### config.mk
export PLATFORM = sky130hd
export DESIGN_NAME = product_block_array
export DESIGN_NICKNAME = d
export VERILOG_FILES = /design/src/rtl/product_block_array.sv
export SDC_FILE = /design/constraint.sdc
export NUM_CORES = 1
export LEC_CHECK = 0
export BUFFER_PORTS_ARGS = -buffer_cell sky130_fd_sc_hd__buf_4
export CORE_MARGIN = 3
export CORE_UTILIZATION = 45
export DETAILED_ROUTE_END_ITERATION = 7
export MAX_ROUTING_LAYER = met4
export PLACE_DENSITY = 0.67
export SETUP_SLACK_MARGIN = 0.3
export SLEW_MARGIN = 20
export SYNTH_ARGS = -nofsm -noshare
export SYNTH_HDL_FRONTEND = slang
export SYNTH_SLANG_ARGS = --single-unit
### constraint.sdc
create_clock -name clk -period 3.65 [get_ports clk]
set_clock_uncertainty 0.05 [all_clocks]
set_input_delay 0.73 -clock clk [delete_from_list [all_inputs] [get_ports clk]]
set_output_delay 0.73 -clock clk [all_outputs]
set_load 0.02 [all_outputs]
### src/rtl/product_block_array.sv
// product_block_array: multi-lane counting multiplier with temporal-code outputs.
// Each lane multiplies w_i by x_i with nested inner/outer counters (no multiplier).
// The running count is exposed on prod. out[i] carries either a unary pulse train
// (mode 0) or a single spike at the cycle the lane finishes (mode 1).
module product_block_array #(
  parameter int unsigned CHANNELS = 4,
  parameter int unsigned WIDTH    = 4
) (
  input  logic                          clk,
  input  logic                          reset,
  input  logic                          in_rdy,
  input  logic                          mode,
  input  logic [CHANNELS*WIDTH-1:0]     w,
  input  logic [CHANNELS*WIDTH-1:0]     x,
  output logic                          busy,
  output logic [CHANNELS-1:0]           out,
  output logic [CHANNELS*2*WIDTH-1:0]   prod,
  output logic                          done
);

  // Product width; (2^WIDTH-1)^2 always fits, so counters never overflow.
  localparam int unsigned PW = 2 * WIDTH;

  typedef enum logic [1:0] {StIdle, StRun, StDone} state_e;

  state_e state_q, state_d;

  logic [WIDTH-1:0]    w_q     [CHANNELS];
  logic [WIDTH-1:0]    x_q     [CHANNELS];
  logic [WIDTH-1:0]    inner_q [CHANNELS];
  logic [WIDTH-1:0]    outer_q [CHANNELS];
  logic [PW-1:0]       prod_q  [CHANNELS];
  logic                mode_q;
  // Set once a lane has gone inactive in RUN, so the mode-1 spike fires only once.
  logic [CHANNELS-1:0] spiked_q;

  logic [CHANNELS-1:0] active;
  logic                accept;

  assign accept = (state_q == StIdle) && in_rdy;

  // Lane is still counting while outer < w and x is non-zero.
  always_comb begin
    for (int i = 0; i < CHANNELS; i++) begin
      active[i] = (outer_q[i] < w_q[i]) && (x_q[i] != '0);
    end
  end

  // Next-state logic: RUN ends on the first cycle where no lane is active (k = Pmax).
  always_comb begin
    state_d = state_q;
    unique case (state_q)
      StIdle:  if (in_rdy) state_d = StRun;
      StRun:   if (active == '0) state_d = StDone;
      StDone:  state_d = StIdle;
      default: state_d = StIdle;
    endcase
  end

  // State register.
  always_ff @(posedge clk or posedge reset) begin
    if (reset) begin
      state_q <= StIdle;
    end else begin
      state_q <= state_d;
    end
  end

  // Operand capture at accept; later operand changes are ignored.
  always_ff @(posedge clk or posedge reset) begin
    if (reset) begin
      mode_q <= 1'b0;
      for (int i = 0; i < CHANNELS; i++) begin
        w_q[i] <= '0;
        x_q[i] <= '0;
      end
    end else if (accept) begin
      mode_q <= mode;
      for (int i = 0; i < CHANNELS; i++) begin
        w_q[i] <= w[i*WIDTH +: WIDTH];
        x_q[i] <= x[i*WIDTH +: WIDTH];
      end
    end
  end

  // Per-lane counting: inner wraps at x-1 and bumps outer; prod counts active cycles.
  always_ff @(posedge clk or posedge reset) begin
    if (reset) begin
      spiked_q <= '0;
      for (int i = 0; i < CHANNELS; i++) begin
        inner_q[i] <= '0;
        outer_q[i] <= '0;
        prod_q[i]  <= '0;
      end
    end else if (accept) begin
      spiked_q <= '0;
      for (int i = 0; i < CHANNELS; i++) begin
        inner_q[i] <= '0;
        outer_q[i] <= '0;
        prod_q[i]  <= '0;
      end
    end else if (state_q == StRun) begin
      for (int i = 0; i < CHANNELS; i++) begin
        if (active[i]) begin
          prod_q[i] <= prod_q[i] + PW'(1);
          if (inner_q[i] == x_q[i] - WIDTH'(1)) begin
            inner_q[i] <= '0;
            outer_q[i] <= outer_q[i] + WIDTH'(1);
          end else begin
            inner_q[i] <= inner_q[i] + WIDTH'(1);
          end
        end else begin
          spiked_q[i] <= 1'b1;
        end
      end
    end
  end

  // Outputs decoded from registered state only.
  always_comb begin
    busy = (state_q == StRun);
    done = (state_q == StDone);
    out  = '0;
    if (state_q == StRun) begin
      for (int i = 0; i < CHANNELS; i++) begin
        // Mode 1: first inactive cycle of the lane is k == P_i.
        out[i] = mode_q ? (!active[i] && !spiked_q[i]) : active[i];
      end
    end
    for (int i = 0; i < CHANNELS; i++) begin
      prod[i*PW +: PW] = prod_q[i];
    end
  end

endmodule

# After elaboration in Yosys (flattened, before gate mapping)
# Index checks and enable logic that the tools add are counted.
[totals]
register_bits = 103
inputBits = 36
out_inout_bits = 38
word_cells = 143
[classes]
n_addsub = 16
magnitude_cmp = 4
n_eq_ne = 12
n_mux = 40
n_reduce_logical = 45
[op_table]
columns = ["operator", "n"]
rows = [
  ["$mux 4", 19],
  ["$mux 16", 4],
  ["$mux 32", 2],
  ["$add 4x1->4 const B", 8],
  ["$add 8x1->8 const B", 4],
  ["$mux 8", 4],
  ["$reduce_and 2->1", 9],
  ["$reduce_bool 2->1", 9],
  ["$eq 4x4->1", 4],
  ["$lt 4x4->1", 4],
  ["$reduce_bool 4->1", 4],
  ["$sub 4x1->4 const B", 4],
  ["$reduce_and 3->1", 4],
  ["$ne 2x1->1 const B", 5],
  ["$logic_and 1x1->1", 9],
  ["$logic_not 1->1", 8],
  ["$mux 1", 8],
  ["$logic_not 4->1", 1],
  ["$mux 2", 2],
  ["$pmux 2 s2", 1],
  ["$eq 2x1->1 const B", 1],
  ["$eq 2x2->1 const B", 1],
  ["$logic_not 2->1", 1],
  ["$ne 2x2->1 const B", 1],
]

# Logic depth before layout (Yosys ltp)
# Gate-level depths: netlist of the first run.
[depth]
ltp_word = 6
mapped_depth = 9
ltp_nobuf = 7

# Worst setup path after synthesis of the first run
# OpenSTA, ideal clock, no wires.
[synth_timing]
kind = "register to output"
from = "reg outer_q[6] (netlist name)"
to = "out out[2]"
arrival_time_ps = 1979
t_required_ps = 2870
path_slack_ps = 891
stages_incl_launch_ff = 7
path_buffers = 0
path_cell_list = "dfrtp_1 ha_1 nand2_1 o21ai_1 a211oi_1 or3b_2 a21oi_1"
[synth_via]
elab_chain_len = 6
[synth_lines]
columns = ["item", "line", "rtl"]
rows = [
  ["start, declared", "31", "logic [WIDTH-1:0] outer_q [CHANNELS];"],
  ["start signal, assigned by index", "108", "outer_q[i] <= outer_q[i] + WIDTH'(1);"],
  ["$lt 4x4->1 *", "45", "active[i] = (outer_q[i] < w_q[i]) && (x_q[i] != '0);"],
  ["$logic_and 1x1->1 *", "45", ""],
  ["$logic_not 1->1", "127", "out[i] = mode_q ? (!active[i] && !spiked_q[i]) : active[i];"],
  ["$logic_and 1x1->1", "127", ""],
  ["$mux 1 *", "127", ""],
  ["$mux 4 *", "124", "if (state_q == StRun) begin"],
  ["end, declared", "16", "output logic [CHANNELS-1:0] out,"],
]
# Every way passes the cells marked *; elsewhere a longest branch is shown, timed or not.

# Final worst setup path of the first run
[layout_timing]
from = "reg x_q[0] (netlist name)"
to = "out out[3]"
[layout_via]
elab_chain_len = 6
[layout_lines]
columns = ["item", "line", "rtl"]
rows = [
  ["start, declared", "29", "logic [WIDTH-1:0] x_q [CHANNELS];"],
  ["start signal, assigned by index", "81", "x_q[i] <= x[i*WIDTH +: WIDTH];"],
  ["$reduce_bool 4->1 *", "45", ""],
  ["$logic_and 1x1->1 *", "45", ""],
  ["$logic_not 1->1", "127", ""],
  ["$logic_and 1x1->1", "127", ""],
  ["$mux 1 *", "127", ""],
  ["$mux 4 *", "124", ""],
]
# Marks and branches as above.

==> results.json, run 1 <==
{
  "status": "finished clean",
  "path_clk_slew_ns": 0.07,
  "async_reset_ff_share_pct": 100,
  "r2r_cells": 7,
  "portBuffers": 73,
  "ff2ff_setup_slack_ns": 1.04,
  "drv_cap": 0,
  "cp_max_fo": 4,
  "ios": 74,
  "postSynthAreaPerCell_um2": 9.16,
  "wl_per_cell_um": 14.6,
  "cts_tree": "yes",
  "setup_viol": 0,
  "crit_start": "x_q[0]",
  "cts_buffers": 9,
  "initialDrtViolationCount": 247,
  "layout_worst_path_cycle_share_pct": 90.3,
  "postRouteAntennaNets": 0,
  "clockBufferDepth": 2,
  "period_needed_ns": 3.30,
  "die_x_um": 118,
  "gp_congestion": 0.812,
  "rr_startpoint": "x_q[0]",
  "setup_tns_ns": 0,
  "clock-sinks": 103,
  "slew_headroom_pct": 36.7,
  "power_density_nw_per_um2": 1110,
  "die_area_um2": 13800,
  "netlist_area_um2": 5600,
  "drc": 0,
  "place_hpwl_um": 8440,
  "worstSetupPathType": "register to output port",
  "peakVddDrop_mv": 0.639,
  "cp-endpoint": "out[3]",
  "critical_path_required_ns": 2.87,
  "ys.flop_type": "dfrtp_1",
  "critPathSlowestCell": "nor3b_1",
  "ys_types": 48,
  "syn_nets": 679,
  "crit_path_cell_trace": "inv_1, ha_1, nor3b_1, a211oi_2, or3b_2, a21oi_1, buf_4",
  "end_kind": "output port",
  "grt_pass1_wl_um": 20900,
  "power_leakage_nw": 3.07,
  "rows": 40,
  "grt_antenna_before_repair": 0,
  "hold_viol_final": 0,
  "post-cts-setup-buffers": 0,
  "die_height_um": 118,
  "hold_buffers": 0,
  "worst_slew_pin_slew_ns": 0.950,
  "htree_levels": 3,
  "r2r-end": "prod[28]",
  "crit_path_start_kind": "register",
  "initial_core_util_pct": 46.4,
  "track_usage_pct": 18.7,
  "drive_above_1_share_pct": 16.2,
  "grt_start_max_net_pins": 104,
  "synthToLayoutAreaGrowth_pct": 19.4,
  "vias": 4582,
  "diodes": 0,
  "grt_pass1_vias": 4446,
  "crit_arrival_ns": 2.52,
  "viasPerCell": 5.41,
  "gr-total-overflow": 0,
  "rsz0062_at_grt": "true",
  "nNetsFinal": 742,
  "ys_seq_area_share_pct": 46.0,
  "root_buffer": "clkbuf_16",
  "max_clock_freq_mhz": 303,
  "cts_resized": 0,
  "finalPower_mw": 7.40,
  "slew_violations": 0,
  "syn_inst": 611,
  "synth_edf_count": 0,
  "synth_warnings": 0,
  "max_stage_delay_ns": 0.47,
  "core_area_um2": 12100,
  "drtPass1Iterations": 5,
  "hp-class": "primary input to async pin",
  "clkLatencyLatePin_ns": 0.35,
  "ys_seq_elements": 103,
  "wl_um": 12300
}
worst min-delay path by stage:
stage / startpoint / to / slack, ns
floorplan: w_q[0] / w_q[0] / 0.39
global placement: w_q[4] / w_q[4] / 0.41
detailed placement: w_q[4] / w_q[4] / 0.40
CTS: w_q[4] / w_q[4] / 0.42
global route: w_q[4] / w_q[4] / 0.44
finish: reset / inner_q[5] / 0.42
registers in the layout, summed over array words and instances, names as in the netlist:
name	flops
prod	32
inner_q	16
outer_q	16
w_q	16
x_q	16
spiked_q	4
state_q	2
mode_q	1
cells in the mapped netlist (3+ instances only):
master | number | area (um^2)
and2_1 | 3 | 18.8
or3_1 | 10 | 62.6
nand2b_1 | 12 | 75.1
ha_1 | 32 | 400
or3b_2 | 4 | 35.0
o31ai_1 | 13 | 97.6
a211oi_1 | 10 | 75.1
nor3b_1 | 5 | 37.5
a21oi_1 | 35 | 175
o22ai_1 | 5 | 31.3
buf_1 | 6 | 22.5
nor2_1 | 17 | 63.8
nand2_1 | 111 | 417
nor4_1 | 4 | 25.0
a31oi_1 | 7 | 43.8
o21ai_1 | 3 | 15.0
xnor2_1 | 17 | 149
o21ai_0 | 47 | 235
mux2i_1 | 11 | 110
dfrtp_1 | 103 | 2580
nor2b_1 | 5 | 31.3
or4_1 | 12 | 90.1
nand4_1 | 10 | 62.6
nor3_1 | 8 | 40.0
xor2_1 | 11 | 96.3
o21a_1 | 4 | 30.0
inv_1 | 37 | 139
clkbuf_1 | 19 | 71.3
nand3_1 | 25 | 125
final cells by class:
cell class	count	area, um^2
Sequential cell	103	2580
Inverter	37	143
Multi-Input combinational cell	444	2800
Tap cell	168	210
Fill cell	1095	5380
Timing Repair Buffer	79	606
Clock inverter	6	108
Clock buffer	10	239
routing by layer:
layer	GRT usage, %	share of wire (%)
met1	23.6	45
met2	30.6	50
met3	3.89	3.6
met4	5.57	1.3
met5	-	0
report_power, final:
part | leakage (nW) | switching (mW) | internal, mW
clock network | 0.168 | 0.424 | 0.686
logic | 1.67 | 2.40 | 1.64
registers | 1.23 | 0.541 | 1.71
total | 3.07 | 3.36 | 4.04
cells by family (layout without fill, tap and decap cells):
group / count (synthesis) / in the layout / share of synthesized area, %
AO/OA/AOI/OAI: 140 / 140 / 15.1
XOR/XNOR: 30 / 30 / 5.23
adder cells (fa/ha/maj): 32 / 32 / 7.15
buffers and inverters: 64 / 132 / 4.45
flip-flops: 103 / 103 / 46.0
multiplexers: 11 / 11 / 1.97
AND/OR/NAND/NOR: 231 / 231 / 20.1
critical path: cells and delay by family (launching register included):
family / cells / cell delay (ns)
AOI/OAI and AO/OA: 2 / 0.37
adders and majority gates: 1 / 0.15
buffers and inverters: 2 / 0.30
DFF: 1 / 0.41
and+or+nand+nor: 2 / 0.94
metrics by stage:
step	cell area [um^2]	hold slack, ns	instances	worst slack, ns	util (%)
after global routing	6680	0.442	847	0.299	55.4
after CTS	6660	0.422	847	0.340	55.2
after global placement	6310	0.408	831	0.768	52.3
after floorplan	5600	0.388	611	0.891	-
after detailed placement	6310	0.404	831	0.729	52.3
final	6680	0.418	847	0.355	55.4
layout by cell type, fill, tap and decap left out, types with 12 or more instances in the layout:
cell type,n
nand2_1,111
dfrtp_1,103
buf_4,78
o21ai_0,47
inv_1,36
a21oi_1,35
ha_1,32
nand3_1,25
nor2_1,17
xnor2_1,17
o31ai_1,13
nand2b_1,12
or4_1,12
Note: power is estimated with default switching activity, not from simulation.
==> run 2: changes to the inputs <==
--- a/constraint.sdc
+++ b/constraint.sdc
@@ -3,3 +3,3 @@
 set_input_delay 0.73 -clock clk [delete_from_list [all_inputs] [get_ports clk]]
 set_output_delay 0.73 -clock clk [all_outputs]
-set_load 0.02 [all_outputs]
+set_load 0.005 [all_outputs]
==> run 2 against run 1 <==
Compared with the run above: final cell count unchanged; flip-flop and latch count did not move; die area unchanged; sequential share of layout area rose by 0.37 points; combinational power fell by 7.4%; first-iteration DRC count grew 11%; worst setup slack improved by 0.13 ns; via count grew 1.0%; maximum frequency grew 4.0%; final area decreased by 0.96%; register-to-register slack improved by 0.06 ns; clock power is 20% lower; critical path type unchanged; critical endpoint is now out[2].
==> results.json, run 2 (same netlist as run 1, synthesis figures left out) <==
{
  "crit_start": "x_q[4]",
  "clock-sinks": 103,
  "place_area_um2": 6320,
  "worstSetupPathType": "register to output port",
  "drtPass1Iterations": 5,
  "grt_antenna_before_repair": 0,
  "p_clk_share_pct": 12.9,
  "hold_buffers": 0,
  "stdcell_area_um2": 6620,
  "layout_worst_path_cycle_share_pct": 86.8,
  "gp_congestion": 0.839,
  "grt_start_max_net_pins": 70,
  "die_area_um2": 13800,
  "gr-total-overflow": 0,
  "p_sw_share_pct": 44.3,
  "setup_viol": 0,
  "largest_reg_flops": 32,
  "final_cell_mix": "111 x nand2_1, 103 x dfrtp_1, 79 x buf_4",
  "finalPower_mw": 6.87,
  "initialDrtViolationCount": 274,
  "diodes": 0,
  "drive_above_1_share_pct": 15.6,
  "power_leakage_nw": 3.04,
  "final_common_cell": "nand2_1",
  "grt_pass1_vias": 4516,
  "crit_arrival_ns": 2.39,
  "worst_slew_pin_slew_ns": 0.953,
  "period_needed_ns": 3.17,
  "track_usage_pct": 18.7,
  "hold_viol_final": 0,
  "cts_tree": "yes",
  "place_hpwl_um": 8790,
  "status": "finished clean",
  "htree_levels": 3,
  "slew_headroom_pct": 36.5,
  "nNetsFinal": 744,
  "cts_buffers": 9,
  "intPower_mw": 3.83,
  "power_density_nw_per_um2": 1040,
  "path_clk_slew_ns": 0.06,
  "drc": 0,
  "rsz0062_at_grt": "false",
  "rr_startpoint": "x_q[0]",
  "hp-class": "primary input to async pin",
  "ios": 74,
  "power_frac_seq_pct": 32.7,
  "clockBufferDepth": 2,
  "cp_max_fo": 4,
  "critical_path_required_ns": 2.87,
  "wl_per_cell_um": 14.6,
  "postRouteAntennaNets": 0,
  "n_fill_cell": 1097,
  "rows": 40,
  "power_frac_comb_pct": 54.4,
  "crit_path_start_kind": "register",
  "vias": 4629,
  "max_clock_freq_mhz": 316,
  "die_height_um": 118,
  "slew_violations": 0,
  "drv_cap": 0,
  "initial_core_util_pct": 46.4,
  "setup_tns_ns": 0,
  "clkLatencyLatePin_ns": 0.34,
  "end_kind": "output port",
  "peakVddDrop_mv": 0.625,
  "wl_um": 12400,
  "switchingPower_mw": 3.04,
  "die_x_um": 118,
  "synthToLayoutAreaGrowth_pct": 18.2,
  "portBuffers": 73,
  "viasPerCell": 5.47,
  "core_area_um2": 12100,
  "root_buffer": "clkbuf_16",
  "grt_pass1_wl_um": 21100,
  "cts_resized": 0,
  "post-cts-setup-buffers": 0
}
run 2: metal layers:
metal | wire (um) | GRT usage, % | share of wire, % | vias up
met5 | 0 | - | 0 | -
met4 | 193 | 5.49 | 1.6 | 0
met3 | 408 | 3.60 | 3.3 | 14
met2 | 6040 | 30.7 | 49 | 93
met1 | 5710 | 23.8 | 46 | 2245
li1 | - | - | - | 2277
run 2: final cells by class:
| cell class | instances | area, um^2 | share of cell area (%) |
|---|---|---|---|
| Tap cell | 168 | 210 | 3.18 |
| Sequential cell | 103 | 2580 | 38.9 |
| Timing Repair Buffer | 81 | 633 | 9.57 |
| Inverter | 37 | 143 | 2.16 |
| Multi-Input combinational cell | 444 | 2790 | 42.1 |
| Clock inverter | 1 | 5.00 | 0.0756 |
| Clock buffer | 13 | 260 | 3.93 |
run 2: worst paths after layout:
| kind | endpoint | slack [ns] | cells after the start |
|---|---|---|---|
| setup / recovery | out[2] | 0.48 | 7 |
| hold / removal | w_q[15] | 0.36 | 2 |
| setup reg to reg | prod[28] | 1.10 | 7 |
| hold reg to reg | w_q[12] | 0.43 | 2 |
| max in group asynchronous | outer_q[1] | 2.62 | 3 |
| min in group clk | w_q[12] | 0.43 | 2 |
run 2: power groups by stage:
stage	clock [mW]	sequential (mW)	combinational [mW]
floorplan	0	2.14	2.71
global placement	0	2.23	3.58
detailed placement	0	2.26	3.74
CTS	0.910	2.25	3.75
global route	0.957	2.34	4.24
finish	0.888	2.25	3.74
run 2: worst max-delay path, stage by stage (launching register included):
cell and delay (ns):
dfrtp_1 0.40, inv_1 0.12, ha_1 0.15, nor3b_1 0.39, a211oi_1 0.17, or3b_2 0.47, a21oi_1 0.20, buf_4 0.15
run 2: per-stage QoR:
stage	util (%)	worst slack [ns]	std cells	hold WS [ns]
after floorplan	-	1.10	611	0.388
after global placement	52.4	0.787	832	0.409
after detailed placement	52.4	0.770	832	0.414
after CTS	54.6	0.383	846	0.430
after global routing	54.9	0.314	847	0.384
final	54.9	0.483	847	0.359
==> run 3: changes to the inputs <==
- CTS_BUF_LIST: not set -> sky130_fd_sc_hd__clkbuf_4 sky130_fd_sc_hd__clkbuf_8
==> run 3 against run 2 <==
Compared with the run above: utilization fell by 0.74 points; final area fell by 1.3%; wire length fell by 0.12%; largest cell class unchanged; register-to-register slack barely moved; hold slack got worse by 0.035 ns; total power fell by 3.3%; clock-buffer cell count did not move; final cell count did not move.
==> results.json, run 3 (same netlist as run 1, synthesis figures left out) <==
{
  "fin_util_pct": 54.1,
  "gr-total-overflow": 0,
  "grt_pass1_vias": 4498,
  "critPathSlowestCell": "or3b_2",
  "die_area_um2": 13800,
  "power_frac_comb_pct": 56.2,
  "worst_slew_pin_slew_ns": 0.955,
  "stdcell_area_um2": 6530,
  "track_usage_pct": 18.7,
  "power_leakage_nw": 3.01,
  "place_hpwl_um": 8790,
  "initialDrtViolationCount": 301,
  "post-cts-setup-buffers": 0,
  "switchingPower_mw": 3.01,
  "synthToLayoutAreaGrowth_pct": 16.6,
  "crit_path_start_kind": "register",
  "drtPass1Iterations": 4,
  "setup_tns_ns": 0,
  "portBuffers": 73,
  "critical_path_required_ns": 2.87,
  "n_fill_cell": 1107,
  "crit_arrival_ns": 2.42,
  "rows": 40,
  "power_density_nw_per_um2": 1020,
  "nNetsFinal": 744,
  "largest_reg_flops": 32,
  "wl_per_cell_um": 14.6,
  "critical-path-top-delay-family": "compound AO/OA/AOI/OAI gates",
  "p_clk_share_pct": 10.0,
  "intPower_mw": 3.63,
  "power_frac_seq_pct": 33.8,
  "cp_max_fo": 4,
  "final_common_cell": "nand2_1",
  "root_buffer": "clkbuf_8",
  "status": "finished clean",
  "p_sw_share_pct": 45.4,
  "clkLatencyLatePin_ns": 0.37,
  "diodes": 0,
  "max_clock_freq_mhz": 312,
  "slew_headroom_pct": 36.3,
  "route.top_layer_used": "met4",
  "final_cell_mix": "111 x nand2_1, 103 x dfrtp_1, 79 x buf_4",
  "drt-met1-wl_um": 5650,
  "worstSetupPathType": "register to output port",
  "drv_cap": 0,
  "drc": 0,
  "period_needed_ns": 3.20,
  "cp_num_buf_inv": 1,
  "slew_violations": 0,
  "hp-class": "primary input to async pin",
  "vias": 4614,
  "place_area_um2": 6320,
  "grt_start_max_net_pins": 70,
  "ios": 74,
  "path_clk_slew_ns": 0.10,
  "hold_viol_final": 0,
  "grt_pass1_wl_um": 21100,
  "core_area_um2": 12100,
  "cts_resized": 0,
  "wl_um": 12300,
  "clock-sinks": 103,
  "max_stage_delay_ns": 0.46,
  "cts_buffers": 9,
  "layout_worst_path_cycle_share_pct": 87.7,
  "postRouteAntennaNets": 0,
  "clockBufferDepth": 2,
  "crit_path_cell_trace": "ha_1, nand2_1, o21ai_0, a211oi_2, or3b_2, a21oi_1, buf_4",
  "cts_tree": "yes",
  "drive_above_1_share_pct": 16.1,
  "hold_buffers": 0,
  "viasPerCell": 5.45,
  "peakVddDrop_mv": 0.625,
  "end_kind": "output port",
  "setup_viol": 0,
  "hold_ws_ns": 0.325,
  "die_x_um": 118,
  "wl_met2_um": 6120,
  "rsz0062_at_grt": "false",
  "wl_met3_um": 387,
  "grt_antenna_before_repair": 0,
  "gp_congestion": 0.839,
  "htree_levels": 3,
  "initial_core_util_pct": 46.4,
  "die_height_um": 118
}
[run 3: worst reg2reg max path: stages (launching register included)]
cell	delay [ns]
dfrtp_1	0.42
inv_1	0.10
ha_1	0.15
nor3b_1	0.40
nor3_1	0.16
a21oi_1	0.79
o21ai_0	0.24
a21oi_1	0.17
[run 3: final timing paths]
| check | startpoint | endpoint | slack (ns) | cells past startpoint |
|---|---|---|---|---|
| setup / recovery | outer_q[2] | out[3] | 0.45 | 7 |
| hold / removal | reset | w_q[15] | 0.32 | 2 |
| setup reg to reg | x_q[0] | prod[28] | 1.10 | 7 |
| hold reg to reg | w_q[0] | w_q[0] | 0.43 | 2 |
| max in group asynchronous | reset | prod[23] | 2.65 | 3 |
| min in group clk | w_q[0] | w_q[0] | 0.43 | 2 |
[run 3: per-stage QoR]
stage | std cells | power [mW] | setup slack [ns]
floorplan | 611 | 4.85 | 1.10
global placement | 832 | 5.81 | 0.787
detailed placement | 832 | 6.00 | 0.770
CTS | 846 | 6.68 | 0.337
global route | 847 | 7.31 | 0.315
finish | 847 | 6.64 | 0.449
[run 3: cell type report]
cell class / instances / area (um^2) / area share (%)
clock buffers: 13 / 166 / 2.55
well taps: 168 / 210 / 3.22
repair buffers: 81 / 633 / 9.70
multi-input cells: 444 / 2790 / 42.8
clock inverters: 1 / 5.00 / 0.0767
inverters: 37 / 143 / 2.18
flip-flops and latches: 103 / 2580 / 39.5
[run 3: per-layer routing]
layer  vias up  GRT usage, %
li1       2278             -
met1      2246          23.8
met2        74          30.8
met3        16          3.46
met4         0          5.57
met5         -             -
[run 3: power groups by stage]
stage | registers [mW] | clock network [mW] | logic [mW]
CTS | 2.24 | 0.689 | 3.75
floorplan | 2.14 | 0 | 2.71
global placement | 2.23 | 0 | 3.58
finish | 2.24 | 0.662 | 3.74
global route | 2.34 | 0.733 | 4.24
detailed placement | 2.26 | 0 | 3.74
